===== src/rtl/dram_rd_pipe.sv =====
// Read-latency shift register: valid bit plus data word per stage.
// Each stage's data only moves with a valid, so the output holds.
module dram_rd_pipe #(
  parameter int DEPTH = 5
) (
  input  logic        clk,
  input  logic        rst,
  input  logic        in_valid,
  input  logic [31:0] in_data,
  output logic        valid,
  output logic [31:0] q
);

  logic [DEPTH-1:0] v;
  logic [31:0]      d [DEPTH];

  // Shift valid every cycle; data stages load only behind a valid.
  always_ff @(posedge clk) begin
    if (rst) begin
      v <= '0;
      for (int i = 0; i < DEPTH; i++)
        d[i] <= '0;
    end else begin
      v[0] <= in_valid;
      if (in_valid)
        d[0] <= in_data;
      for (int i = 1; i < DEPTH; i++) begin
        v[i] <= v[i-1];
        if (v[i-1])
          d[i] <= d[i-1];
      end
    end
  end

  assign valid = v[DEPTH-1];
  assign q     = d[DEPTH-1];

endmodule


===== config.mk =====
export PLATFORM = sky130hd
export DESIGN_NAME = dram_rd_pipe
export DESIGN_NICKNAME = d
export VERILOG_FILES = /design/src/rtl/dram_rd_pipe.sv
export SDC_FILE = /design/constraint.sdc
export NUM_CORES = 1
export LEC_CHECK = 0
export BUFFER_PORTS_ARGS = -buffer_cell sky130_fd_sc_hd__buf_2
export CELL_PAD_IN_SITES_DETAIL_PLACEMENT = 0
export CELL_PAD_IN_SITES_GLOBAL_PLACEMENT = 1
export CORE_MARGIN = 8
export CORE_UTILIZATION = 43
export CTS_CLUSTER_SIZE = 30
export DETAILED_ROUTE_END_ITERATION = 8
export PLACE_DENSITY = 0.75
export SLEW_MARGIN = 20
export SYNTH_ARGS = -nofsm -noshare
export SYNTH_HDL_FRONTEND = slang
export SYNTH_SLANG_ARGS = --single-unit
export TNS_END_PERCENT = 100

===== constraint.sdc =====
create_clock -name clk -period 2.19 [get_ports clk]
set_clock_uncertainty 0.1 [all_clocks]
set_input_delay 0.5475 -clock clk [delete_from_list [all_inputs] [get_ports clk]]
set_output_delay 0.5475 -clock clk [all_outputs]
set_load 0.01 [all_outputs]

==> metrics.txt <==
status=complete, no violations; critical path's largest stage delay=0.44 ns; #FFs+latches synth=165; mean post-synth cell area=12.5 um2; clk slew on worst S/H paths=0.06 ns; warnings from Yosys=0; CP arrival=1.75 ns; fmax=588 MHz; fin crit share=0.777; CTS tree=built; H-tree depth reported by CTS=4; Initial Util=0.439; TNS Setup=0 ns; Final ANT Viol Nets=0; die area=21300 um2; pwr/cell area=868 nW/um2; leading cell types in the layout, fill and taps excluded=nand2b_1 (160), a21oi_1 (160), edfxtp_1 (160); placed cell areas=7560 um2; Post-CTS Resized=0; Max-cap violations=0; Worst EP required=2.24 ns; fin crit period=1.70 ns; DRT iter0 DRCs=192; Crit Path Class=reg2reg; via count=3758; Post-CTS Hold Buffers=0; final setup fails=0; Slew Limit Headroom=0.538; largest net degree at the start of global routing=98; hpwl dp=6.51 mm; unrepaired setup endpoints after global routing=false; drt wl/cell=11.8 um; area growth from synthesis to layout=11.8%; Setup Buffers After CTS=0; Final Slew Violations=0; family with the most delay on the worst path=simple AND/OR/NAND/NOR gates; CTS Buf Count=17; Worst setup SP type=flip-flop; multi-input logic area=1880 um2; CTS sink count=165; fin cells=824; row cnt=47; CP Capture Type=flip-flop; share of layout cells above drive strength 1=0.182; Core ar.=16500 um2; Max FO, Critical Path=97; gr ovfl total=0; Final Hold Viols=0; cell area after layout=8100 um2; slowest CP cell=nor4_4; Placed Instances=794; number of global-route vias before repair=3684; GP Congestion=0.706; DRT Pass-1 Iters=4; Critical path buffers and inverters=1; syn_nets=617; die height=146 um; Layout Nets=628; Die Wd=146 um; Clk Latency, worst-skew pair=0.42 ns; Worst Hold Class=in2reg; CTS root buffer=clkbuf_16; # port buffers=67; worst slew pin tran=0.693 ns; CP Cell Sequence=nor4_4, buf_12, a21oi_1; final-layout fill cell count=1463; Pleak=2.98 nW; Vias/cell=4.56; number of remaining DRC errors=0; first-pass GRT wire length=16.9 mm; Ports=68; initial antenna violation count=0; Detailed Route WL=9.75 mm; number of diodes=0; Synth cell types=12; peak supply drop=0.000566 V; fin util=0.490; worst-case clock buffer depth=2; post-synthesis sequential area ratio=0.677; Post-Syn Area=7250 um2; area occupied by registers=4900 um2; Mapped Cells=582; All-Layer GR Usage=0.0961
## stage by stage
| step | power [mW] | worst slack, ns | hold WS, ns |
|---|---|---|---|
| 5_1_grt | 7.29 | 0.392 | 0.364 |
| 2_1_floorplan | 4.26 | -0.0689 | 0.387 |
| 6_report | 7.03 | 0.489 | 0.363 |
| 4_1_cts | 7.11 | 0.484 | 0.346 |
| 3_3_place_gp | 4.36 | 0.312 | 0.400 |
| 3_5_place_dp | 4.38 | 0.261 | 0.405 |
## area by class of cell
cell class | count | area share
clock buffers | 19 | 0.0534
clock inverters | 11 | 0.0139
inverters | 1 | 0.000772
multi-input cells | 331 | 0.232
flip-flops and latches | 165 | 0.605
well taps | 220 | 0.0340
repair buffers | 77 | 0.0602
## cells in the mapped netlist (all sizes together)
library cell / number / area, um2
a21oi: 160 / 801
edfxtp: 160 / 4800
nand2b: 160 / 1000
buf: 43 / 298
clkbuf: 42 / 158
dfxtp: 5 / 100
or2: 5 / 31.3
nor2b: 4 / 25.0
inv: 1 / 3.75
nor2: 1 / 3.75
nor4: 1 / 21.3
## final timing paths
| check | startpoint | to | slack [ns] | cells past startpoint |
|---|---|---|---|---|
| max | v[1] | d[0][122] | 0.49 | 3 |
| min | in_data[23] | d[0][23] | 0.36 | 3 |
| max reg2reg | v[1] | d[0][122] | 0.49 | 3 |
| min reg2reg | v[1] | v[2] | 0.41 | 1 |
## layer usage
metal / GRT usage / routed length, um / vias up
met2: 0.139 / 3840 / 89
met1: 0.117 / 5020 / 1630
met4: 0.0515 / 184 / 0
li1: - / - / 2024
met5: 0 / 0 / -
met3: 0.0442 / 700 / 15
## cell families after synthesis
logic type	synth area share
simple gates	0.149
buf+inv	0.0634
flops	0.677
compound gates	0.110
## worst reg2reg max path, delay by kind of cell, from the launching register on
| family | cells | cell delay (ns) |
|---|---|---|
| AOI/OAI and AO/OA | 1 | 0.17 |
| and+or+nand+nor | 1 | 0.44 |
| buffers and inverters | 1 | 0.38 |
| DFF | 1 | 0.33 |
## registers in the layout, summed over array words and instances (netlist names)
name,cells
d,160
v,5
## power breakdown
part	internal, mW	total (mW)	switching, mW
logic	0.203	0.526	0.324
clock network	1.65	2.73	1.08
registers	3.72	3.78	0.0576
total	5.57	7.03	1.46
No activity file was read; power rests on OpenSTA's default activity.
